**src/rtl/dispensador_pkg.sv**
```systemverilog
// dispensador_pkg
//   Shared definitions for the beverage dispenser sequencer:
//   - state encoding (also driven out on Etapa for display/debug)
//   - bit positions of the fields inside the Sel selection code
//   - base-drink codes carried in Sel[1:0]
//   - next_stage(): which valve stage follows a finished stage
package dispensador_pkg;

  typedef enum logic [2:0] {
    IDLE  = 3'd0,
    AGUA  = 3'd1,
    BASE  = 3'd2,
    LECHE = 3'd3,
    VAIN  = 3'd4,
    FIN   = 3'd5
  } state_t;

  localparam int SEL_BASE_LO = 0;
  localparam int SEL_BASE_HI = 1;
  localparam int SEL_LECHE   = 2;
  localparam int SEL_VAIN    = 3;

  localparam logic [1:0] BASE_AGUA = 2'b00;
  localparam logic [1:0] BASE_CAFE = 2'b01;
  localparam logic [1:0] BASE_TE   = 2'b10;

  // Stage order is fixed (water, base, milk, vanilla); unselected stages
  // are skipped. Water is always dispensed, so it never appears as a result.
  function automatic state_t next_stage(input state_t cur, input logic [3:0] sel);
    logic has_base;
    state_t nxt;
    has_base = (sel[SEL_BASE_HI:SEL_BASE_LO] == BASE_CAFE) ||
               (sel[SEL_BASE_HI:SEL_BASE_LO] == BASE_TE);
    nxt = FIN;
    case (cur)
      AGUA: begin
        if (has_base)            nxt = BASE;
        else if (sel[SEL_LECHE]) nxt = LECHE;
        else if (sel[SEL_VAIN])  nxt = VAIN;
        else                     nxt = FIN;
      end
      BASE: begin
        if (sel[SEL_LECHE])      nxt = LECHE;
        else if (sel[SEL_VAIN])  nxt = VAIN;
        else                     nxt = FIN;
      end
      LECHE: begin
        if (sel[SEL_VAIN])       nxt = VAIN;
        else                     nxt = FIN;
      end
      default:                   nxt = FIN;
    endcase
    return nxt;
  endfunction

endpackage

```
**src/rtl/dispensador_bebida_prescaler.sv**
```systemverilog
// prescaler_tick
//   Divides the system clock into "second" ticks.
//   Counts 0..TICK_DIV-1 and wraps; tick is high while the count reads
//   TICK_DIV-1. clr holds the count at 0 (used while the sequencer idles so
//   every drink starts on a fresh tick boundary).
// Ports:
//   CLK   in  system clock, rising edge
//   RESET in  synchronous, active-high reset
//   clr   in  synchronous clear
//   tick  out one-cycle pulse every TICK_DIV cycles
module prescaler_tick #(
  parameter int TICK_DIV = 10,
  parameter int CNT_W    = 8
) (
  input  logic CLK,
  input  logic RESET,
  input  logic clr,
  output logic tick
);

  localparam logic [CNT_W-1:0] LAST = CNT_W'(TICK_DIV - 1);

  logic [CNT_W-1:0] cnt;

  always_ff @(posedge CLK) begin
    if (RESET || clr) begin
      cnt <= '0;
    end else if (cnt == LAST) begin
      cnt <= '0;
    end else begin
      cnt <= cnt + CNT_W'(1);
    end
  end

  assign tick = (cnt == LAST);

endmodule

```
**src/rtl/dispensador_bebida.sv**
```systemverilog
// dispensador_bebida
//   Accepts a drink selection over a valid/ready handshake and sequences the
//   valves: water, base (coffee/tea), milk, vanilla. Each stage lasts
//   T_x ticks of the internal prescaler (T_x*TICK_DIV clock cycles).
//   Optional build macro: DISP_CANCEL_EN adds input Cancelar, which aborts
//   an active dispense (valves closed, Error pulse, back to IDLE).
// Ports:
//   CLK, RESET        clock and synchronous active-high reset
//   Sel[3:0]          [1:0] base (00 water, 01 coffee, 10 tea, 11 invalid),
//                     [2] milk, [3] vanilla
//   SelValid/SelReady selection handshake (ready only in IDLE)
//   VAgua..VVainilla  valve drives, at most one high
//   Ocupado           not IDLE
//   Listo             one-cycle pulse in FIN
//   Error             one-cycle pulse after invalid code (or cancel)
//   Etapa[2:0]        current state code
//   Cancelar          (DISP_CANCEL_EN only) abort request
//
// state | meaning
// IDLE  | waiting for a selection, SelReady high
// AGUA  | water valve open
// BASE  | coffee or tea valve open
// LECHE | milk valve open
// VAIN  | vanilla valve open
// FIN   | one cycle, Listo high
module dispensador_bebida
  import dispensador_pkg::*;
#(
  parameter int TICK_DIV = 10,
  parameter int T_AGUA   = 3,
  parameter int T_BASE   = 2,
  parameter int T_LECHE  = 2,
  parameter int T_VAIN   = 1,
  parameter int CNT_W    = 8
) (
  input  logic       CLK,
  input  logic       RESET,
  input  logic [3:0] Sel,
  input  logic       SelValid,
`ifdef DISP_CANCEL_EN
  input  logic       Cancelar,
`endif
  output logic       SelReady,
  output logic       VAgua,
  output logic       VCafe,
  output logic       VTe,
  output logic       VLeche,
  output logic       VVainilla,
  output logic       Ocupado,
  output logic       Listo,
  output logic       Error,
  output logic [2:0] Etapa
);

  state_t           state_q, state_d;
  logic [3:0]       sel_q;
  logic             accept;
  logic             err_d;
  logic             tick;
  logic [CNT_W-1:0] stage_cnt;
  logic [CNT_W-1:0] stage_last;
  logic             stage_done;
  logic             cancel;

  // Prescaler is held in reset while idle, so the first tick of a drink
  // lands TICK_DIV cycles after the accept edge.
  prescaler_tick #(
    .TICK_DIV(TICK_DIV),
    .CNT_W   (CNT_W)
  ) u_prescaler (
    .CLK  (CLK),
    .RESET(RESET),
    .clr  (state_q == IDLE),
    .tick (tick)
  );

`ifdef DISP_CANCEL_EN
  assign cancel = Cancelar && (state_q != IDLE);
`else
  assign cancel = 1'b0;
`endif

  always_comb begin
    stage_last = '0;
    case (state_q)
      AGUA:    stage_last = CNT_W'(T_AGUA - 1);
      BASE:    stage_last = CNT_W'(T_BASE - 1);
      LECHE:   stage_last = CNT_W'(T_LECHE - 1);
      VAIN:    stage_last = CNT_W'(T_VAIN - 1);
      default: stage_last = '0;
    endcase
  end

  assign stage_done = tick && (stage_cnt == stage_last);

  always_comb begin
    state_d = state_q;
    accept  = 1'b0;
    err_d   = 1'b0;
    case (state_q)
      IDLE: begin
        if (SelValid) begin
          accept = 1'b1;
          if (Sel[SEL_BASE_HI:SEL_BASE_LO] == 2'b11) err_d = 1'b1;
          else                                       state_d = AGUA;
        end
      end
      AGUA, BASE, LECHE, VAIN: begin
        if (stage_done) state_d = next_stage(state_q, sel_q);
      end
      FIN:     state_d = IDLE;
      default: state_d = IDLE;
    endcase
    if (cancel) begin
      state_d = IDLE;
      err_d   = 1'b1;
    end
  end

  always_ff @(posedge CLK) begin
    if (RESET) begin
      state_q <= IDLE;
      sel_q   <= '0;
    end else begin
      state_q <= state_d;
      if (accept) sel_q <= Sel;
    end
  end

  // Stage counter restarts on every state change, so each stage counts
  // its own ticks from zero.
  always_ff @(posedge CLK) begin
    if (RESET || (state_q == IDLE) || (state_q == FIN) || (state_d != state_q)) begin
      stage_cnt <= '0;
    end else if (tick) begin
      stage_cnt <= stage_cnt + CNT_W'(1);
    end
  end

  // Outputs are registered from the next state so they line up with state_q.
  always_ff @(posedge CLK) begin
    if (RESET) begin
      SelReady  <= 1'b1;
      VAgua     <= 1'b0;
      VCafe     <= 1'b0;
      VTe       <= 1'b0;
      VLeche    <= 1'b0;
      VVainilla <= 1'b0;
      Ocupado   <= 1'b0;
      Listo     <= 1'b0;
      Error     <= 1'b0;
    end else begin
      SelReady  <= (state_d == IDLE);
      VAgua     <= (state_d == AGUA);
      VCafe     <= (state_d == BASE) && (sel_q[SEL_BASE_HI:SEL_BASE_LO] == BASE_CAFE);
      VTe       <= (state_d == BASE) && (sel_q[SEL_BASE_HI:SEL_BASE_LO] == BASE_TE);
      VLeche    <= (state_d == LECHE);
      VVainilla <= (state_d == VAIN);
      Ocupado   <= (state_d != IDLE);
      Listo     <= (state_d == FIN);
      Error     <= err_d;
    end
  end

  assign Etapa = state_q;

endmodule

```
**config.mk**
```make
export PLATFORM = sky130hd
export DESIGN_NAME = dispensador_bebida
export DESIGN_NICKNAME = d
export VERILOG_FILES = /design/src/rtl/dispensador_pkg.sv /design/src/rtl/dispensador_bebida_prescaler.sv /design/src/rtl/dispensador_bebida.sv
export SDC_FILE = /design/constraint.sdc
export NUM_CORES = 1
export LEC_CHECK = 0
export ABC_AREA = 1
export BUFFER_PORTS_ARGS = -buffer_cell sky130_fd_sc_hd__buf_4
export CORE_UTILIZATION = 50
export CTS_BUF_LIST = sky130_fd_sc_hd__clkbuf_16
export DETAILED_ROUTE_END_ITERATION = 10
export GPL_TIMING_DRIVEN = 1
export PLACE_DENSITY = 0.66
export SLEW_MARGIN = 25
export SYNTH_ARGS = -nofsm -noshare
export SYNTH_HDL_FRONTEND = slang
export SYNTH_SLANG_ARGS = --single-unit
```
**constraint.sdc**
```tcl
create_clock -name CLK -period 2.1 [get_ports CLK]
set_clock_uncertainty 0.1 [all_clocks]
set_input_delay 0.315 -clock CLK [delete_from_list [all_inputs] [get_ports CLK]]
set_output_delay 0.315 -clock CLK [all_outputs]
set_load 0.02 [all_outputs]
```
==> run metrics, run 1 <==
leak pwr 0.779 nW; delay-heaviest family, CP simple AND/OR/NAND/NOR gates; post-synthesis sequential area ratio approximately two fifths; Max Cap Viol 0; Synth async-reset ratio 0%; CP arrival 2020 ps; Avg Inst Size Synth approximately 7.8 µm²; RePlAce Congestion 0.798; FMAX 0.511 GHz; number of global-route vias before repair between 1,000 and 1,500; WS Path Type flop to flop; hold_ws 202 ps; WP data required 2160 ps; Tcrit/Tclk final 93.2%; status finished, final reports clean; Detailed Place HPWL 2330 µm; Root Buffer clkbuf_16; Max IR drop VDD about 0.47 mV; Primary FF master, synth dfxtp_1; number of synthesized register bits 32; Resized cells post-CTS 0; RSZ-0062 raised after global routing no; Die W between 50 and 60 µm; number of remaining DRC errors 0; grt ovf 0; fin. max-slew vios 0; Die H slightly below 60 µm; Post-synth EDFFs 0; Largest stage delay, worst path 500 ps; Core Footprint 2850 µm²; TritonCTS sink count 32; Avg WL per Cell 11.9 µm; Worst-Skew Late Latency 270 ps; top-count cell post-synth dfxtp_1; CTS tree yes; CP max FO 8; first-pass GRT wire length just over 5000 µm; CP Launch Type flop; via count around 1,300; Yosys top cell by area dfxtp_1; I/O Pins 19; hold_buf cts 0; initial antenna violation count 0; fraction of layout cells with a size suffix above 1 approximately a quarter; Initial DRC Count 62; yosys warns 0; TritonCTS buffer count 5; clock slew at reported path FFs about 50 ps; Post-CTS Setup Repair Bufs 0; port bufs 18; Tmin final between 1500 and 2000 ps; # diodes 0; number of buffers and inverters on the critical path 0; Setup crit end kind flop; Tot GR Track Use between 20% and 30%; Final ANT Viol Nets 0; Detailed Routing Iterations Pass 1 4; endpoints failing setup 0; CP max stage cell dfxtp_1; PwrDens 745 nW/µm²; setup total negative slack 0 ps; final hold viol count 0; area grow syn2layout 19.8%; Nets 235; Yosys cell types 29; Cells after Synth 199; worst-path cell chain nor2_1, nor2_1, o21ai_0, a21oi_1, nand2_2, nand3_2, nand2_2, nand2_1, nand2_1, nand2_4, nor2_2; Mapped Area roughly 1600 µm²; area share of the largest cell type after synthesis 41.2%; Clock Tree Buf Depth 2; largest net degree at the start of global routing 11; Post-synth top cells dfxtp_1, nand2_1, nor2_1; Worst Tran Pin Value 348 ps; total die area 3340 µm²; relative slew slack 76.6%; HP Class primary input to flop; Rows 19; vias per inst 5.28; synth top area cells dfxtp_1, nand2_1, nor2_1; htree depth 2; Synth Net Count between 200 and 250; initial core utilization 54.6%; Routed WL 3040 µm
-- worst paths after layout --
path	slack [ps]	cells past startpoint	to	startpoint
worst min register to register	370	1	u_prescaler.cnt[0]	u_prescaler.cnt[0]
worst max register to register	140	11	stage_cnt[5]	Etapa[1]
worst max-delay path	140	11	stage_cnt[5]	Etapa[1]
worst min-delay path	200	2	sel_q[3]	RESET
-- state kept, by name, indices dropped and copies added, names as in the netlist --
signal,flops
Error,1
Etapa,3
VVainilla,1
stage_cnt,8
VLeche,1
SelReady,1
VTe,1
VAgua,1
sel_q,4
Ocupado,1
u_prescaler.cnt,8
Listo,1
VCafe,1
-- metal layers --
| metal | GRT usage [%] | wire length, µm | share of wire (%) | vias to the layer above |
|---|---|---|---|---|
| li1 | - | - | - | 680 |
| met1 | 23.0 | 1240 | 41 | 614 |
| met2 | 36.0 | 1570 | 52 | 40 |
| met3 | 6.03 | 137 | 4.5 | 12 |
| met4 | 10.9 | 89 | 2.9 | 0 |
| met5 | 0 | 0 | 0 | - |
-- final cells by class --
| class | instances | area, µm² |
|---|---|---|
| Timing Repair Buffer | 18 | 135 |
| Sequential cell | 32 | 641 |
| Clock buffer | 5 | 125 |
| Inverter | 29 | 109 |
| Clock inverter | 3 | 13.8 |
| Tap cell | 31 | 38.8 |
| Multi-Input combinational cell | 137 | 802 |
| Fill cell | 260 | 988 |
-- layout by cell type (no fill, tap or decap), drive strengths merged, types with 6 or more instances in the layout --
cell,n
nand2,34
nor2,39
dfxtp,32
a21oi,6
buf,18
nand3,18
inv,29
-- kinds of logic (layout without fill, tap and decap cells) --
kind of cell	after synthesis	after routing	synth area share, %
AND/OR/NAND/NOR	108	108	36.7
flip-flops	32	32	41.2
buffers and inverters	30	55	7.32
AO/OA/AOI/OAI	14	14	5.06
XOR/XNOR	9	9	5.06
adder cells (fa/ha/maj)	5	5	4.02
multiplexers	1	1	0.643
-- power breakdown --
part / switching, W / internal (W) / total [W] / leakage [nW]
clock network: 0.000243 / 0.000429 / 0.000673 / 0.0710
logic: 0.0000566 / 0.0000326 / 0.0000892 / 0.448
registers: 0.00000715 / 0.000621 / 0.000628 / 0.260
total: 0.000307 / 0.00108 / 0.00139 / 0.779
-- through the flow --
stage | cell area [µm²] | std cells | utilization (%) | total power (W) | worst slack [ps]
2_1_floorplan | 1560 | 199 | - | 0.000698 | 323
3_3_place_gp | 1730 | 247 | 60.5 | 0.000727 | 230
3_5_place_dp | 1730 | 247 | 60.5 | 0.000729 | 145
4_1_cts | 1860 | 255 | 65.4 | 0.00141 | 132
5_1_grt | 1860 | 255 | 65.4 | 0.00144 | 16.3
6_report | 1860 | 255 | 65.4 | 0.00139 | 143
-- worst register-to-register path, cell delays in order, from the launching register on --
cell,delay (ps)
dfxtp_1,500
nor2_1,120
nor2_1,160
o21ai_0,120
a21oi_1,230
nand2_2,80
nand3_2,90
nand2_2,80
nand2_1,80
nand2_1,90
nand2_4,160
nor2_2,50
(Power assumes the default switching activity.)
==> run 2, diff against run 1 <==
BUFFER_PORTS_ARGS = -buffer_cell sky130_fd_sc_hd__buf_2   (was -buffer_cell sky130_fd_sc_hd__buf_4)
==> run metrics, run 2 (same netlist as run 1, synthesis figures left out) <==
status finished, final reports clean (unchanged); worst-path cell chain ha_1, nand3_2, nor2_8, nand3_2, nor2_4, nand2_2, nand2_1, nand2_1, nand3_1, nor2_4, nand2_4, nor2_2 (was nor2_1, nor2_1, o21ai_0, a21oi_1, nand2_2, nand3_2, nand2_2, nand2_1, nand2_1, nand2_4, nor2_2); Final ANT Viol Nets 0 (unchanged); largest net degree at the start of global routing 13 (was 11); WS Path Type flop to flop (unchanged); final core occ 64.1% (was 65.4%); first-pass GRT wire length 5640 µm (was 5140 µm); Max Cap Viol 0 (unchanged); relative slew slack 77.3% (was 76.6%); fraction of layout cells with a size suffix above 1 25.4% (was 25.0%); number of global-route vias before repair 1,297 (was 1,236); hold_sp Sel[0] (was RESET); final instance area 1830 µm² (was 1860 µm²); Reg2Reg Setup Slack 150 ps (was 140 ps); FF/Latch Area 641 µm² (unchanged); htree depth 2 (unchanged); CP Launch Type flop (unchanged); Tot GR Track Use 23.1% (was 20.7%); clock slew at reported path FFs 50 ps (about the same); CP max FO 8 (unchanged); total die area 3340 µm² (unchanged); hold path cells 3 (was 2); FILL cells 248 (was 260); Clock Tree Buf Depth 2 (unchanged); Avg WL per Cell 12.7 µm (was 11.9 µm); worst flop-to-flop path endpoint stage_cnt[0] (was stage_cnt[5]); Worst Setup EP stage_cnt[0] (was stage_cnt[5]); RePlAce Congestion 0.802 (was 0.798); Setup crit end kind flop (unchanged); initial antenna violation count 0 (unchanged); most frequent cells in the layout dfxtp_1, nand2_1, nor2_1 (unchanged); Largest stage delay, worst path 380 ps (was 500 ps); Detailed Routing Iterations Pass 1 4 (unchanged); vias per inst 5.25 (was 5.28); delay-heaviest family, CP simple AND/OR/NAND/NOR gates (unchanged); Worst-Skew Late Latency 280 ps (was 270 ps); hold_ws 195 ps (was 202 ps); placed cell areas 1680 µm² (was 1730 µm²); Resized cells post-CTS 0 (unchanged); grt ovf 0 (unchanged); Worst Tran Pin Value 337 ps (was 348 ps); via count 1,339 (was 1,346); commonest non-fill, non-tap cell in the layout dfxtp_1 (unchanged); fin. max-slew vios 0 (unchanged); top flop regs stage_cnt (8), u_prescaler.cnt (8), sel_q (4) (unchanged); Routed WL 3240 µm (was 3040 µm); Tmin final 1950 ps (was 1960 ps); Levels on crit path 12 (was 11); hold_buf cts 0 (unchanged); leak pwr 0.765 nW (was 0.779 nW); initial core utilization 54.6% (unchanged); Initial DRC Count 87 (was 62); Max IR drop VDD 0.438 mV (was 0.472 mV); Die H 57.8 µm (unchanged); multi-input logic area 802 µm² (unchanged); FMAX 0.512 GHz (was 0.511 GHz); Tcrit/Tclk final 93.0% (was 93.2%); final hold viol count 0 (unchanged); endpoints failing setup 0 (unchanged); # diodes 0 (unchanged); port bufs 18 (unchanged); Die W 57.8 µm (unchanged); WP data required 2180 ps (was 2160 ps); HP Class primary input to flop (unchanged); TritonCTS sink count 32 (unchanged); Nets 235 (unchanged); Core Footprint 2850 µm² (unchanged); setup total negative slack 0 ps (unchanged); Post-CTS Setup Repair Bufs 0 (unchanged); Rows 19 (unchanged); I/O Pins 19 (unchanged); TritonCTS buffer count 5 (unchanged); number of remaining DRC errors 0 (unchanged); Root Buffer clkbuf_16 (unchanged); number of buffers and inverters on the critical path 0 (unchanged); CTS tree yes (unchanged); CP max stage cell dfxtp_1 (unchanged); Reg-to-Reg Start u_prescaler.cnt[0] (was Etapa[1]); R2R cell count 12 (was 11); Setup crit start u_prescaler.cnt[0] (was Etapa[1]); area grow syn2layout 17.5% (was 19.8%); RSZ-0062 raised after global routing no (unchanged); CP arrival 2030 ps (was 2020 ps); Detailed Place HPWL 2460 µm (was 2330 µm); PwrDens 784 nW/µm² (was 745 nW/µm²)
==> run 2: changes by cell type in the layout (fill, tap and decap cells not counted), sizes merged <==
cell,delta
clkinv,-2
clkinvlp,+2
==> run 2: worst min-delay path by stage <==
stage | to | slack, ps
2_1_floorplan | u_prescaler.cnt[0] | 330
3_3_place_gp | u_prescaler.cnt[0] | 350
3_5_place_dp | u_prescaler.cnt[0] | 370
4_1_cts | Error | 190
5_1_grt | sel_q[3] | 210
6_report | Error | 190
==> run 2: power breakdown <==
| group | switching [W] | internal, W | total [W] |
|---|---|---|---|
| clock | 0.000283 | 0.000440 | 0.000724 |
| combinational | 0.0000570 | 0.0000267 | 0.0000837 |
| sequential | 0.00000738 | 0.000620 | 0.000627 |
| total | 0.000348 | 0.00109 | 0.00143 |
==> run 2: worst register-to-register path, cell delays in order (launching register included) <==
cell	delay (ps)
dfxtp_1	380
ha_1	180
nand3_2	120
nor2_8	200
nand3_2	110
nor2_4	160
nand2_2	110
nand2_1	70
nand2_1	50
nand3_1	140
nor2_4	50
nand2_4	130
nor2_2	50
==> run 2: metrics by stage <==
| stage | total power, W | std cells | setup slack [ps] |
|---|---|---|---|
| global route | 0.00147 | 255 | 6.46 |
| global placement | 0.000720 | 247 | 232 |
| finish | 0.00143 | 255 | 148 |
| CTS | 0.00144 | 255 | 134 |
| floorplan | 0.000698 | 199 | 323 |
| detailed placement | 0.000723 | 247 | 147 |
==> run 2: final cells by class <==
| cell class | instances | area share (%) |
|---|---|---|
| multi-input cells | 137 | 43.8 |
| flip-flops and latches | 32 | 35.0 |
| clock buffers | 5 | 6.84 |
| inverters | 29 | 5.95 |
| repair buffers | 18 | 4.92 |
| well taps | 31 | 2.12 |
| clock inverters | 3 | 1.30 |
==> run 2: metal layers <==
layer	wire (µm)	up-vias	GRT usage, %	share of wire [%]
li1	-	684	-	-
met5	0	-	0	0
met3	134	7	5.58	4.1
met1	1350	613	24.5	41
met2	1680	35	41.2	52
met4	82	0	14.3	2.5
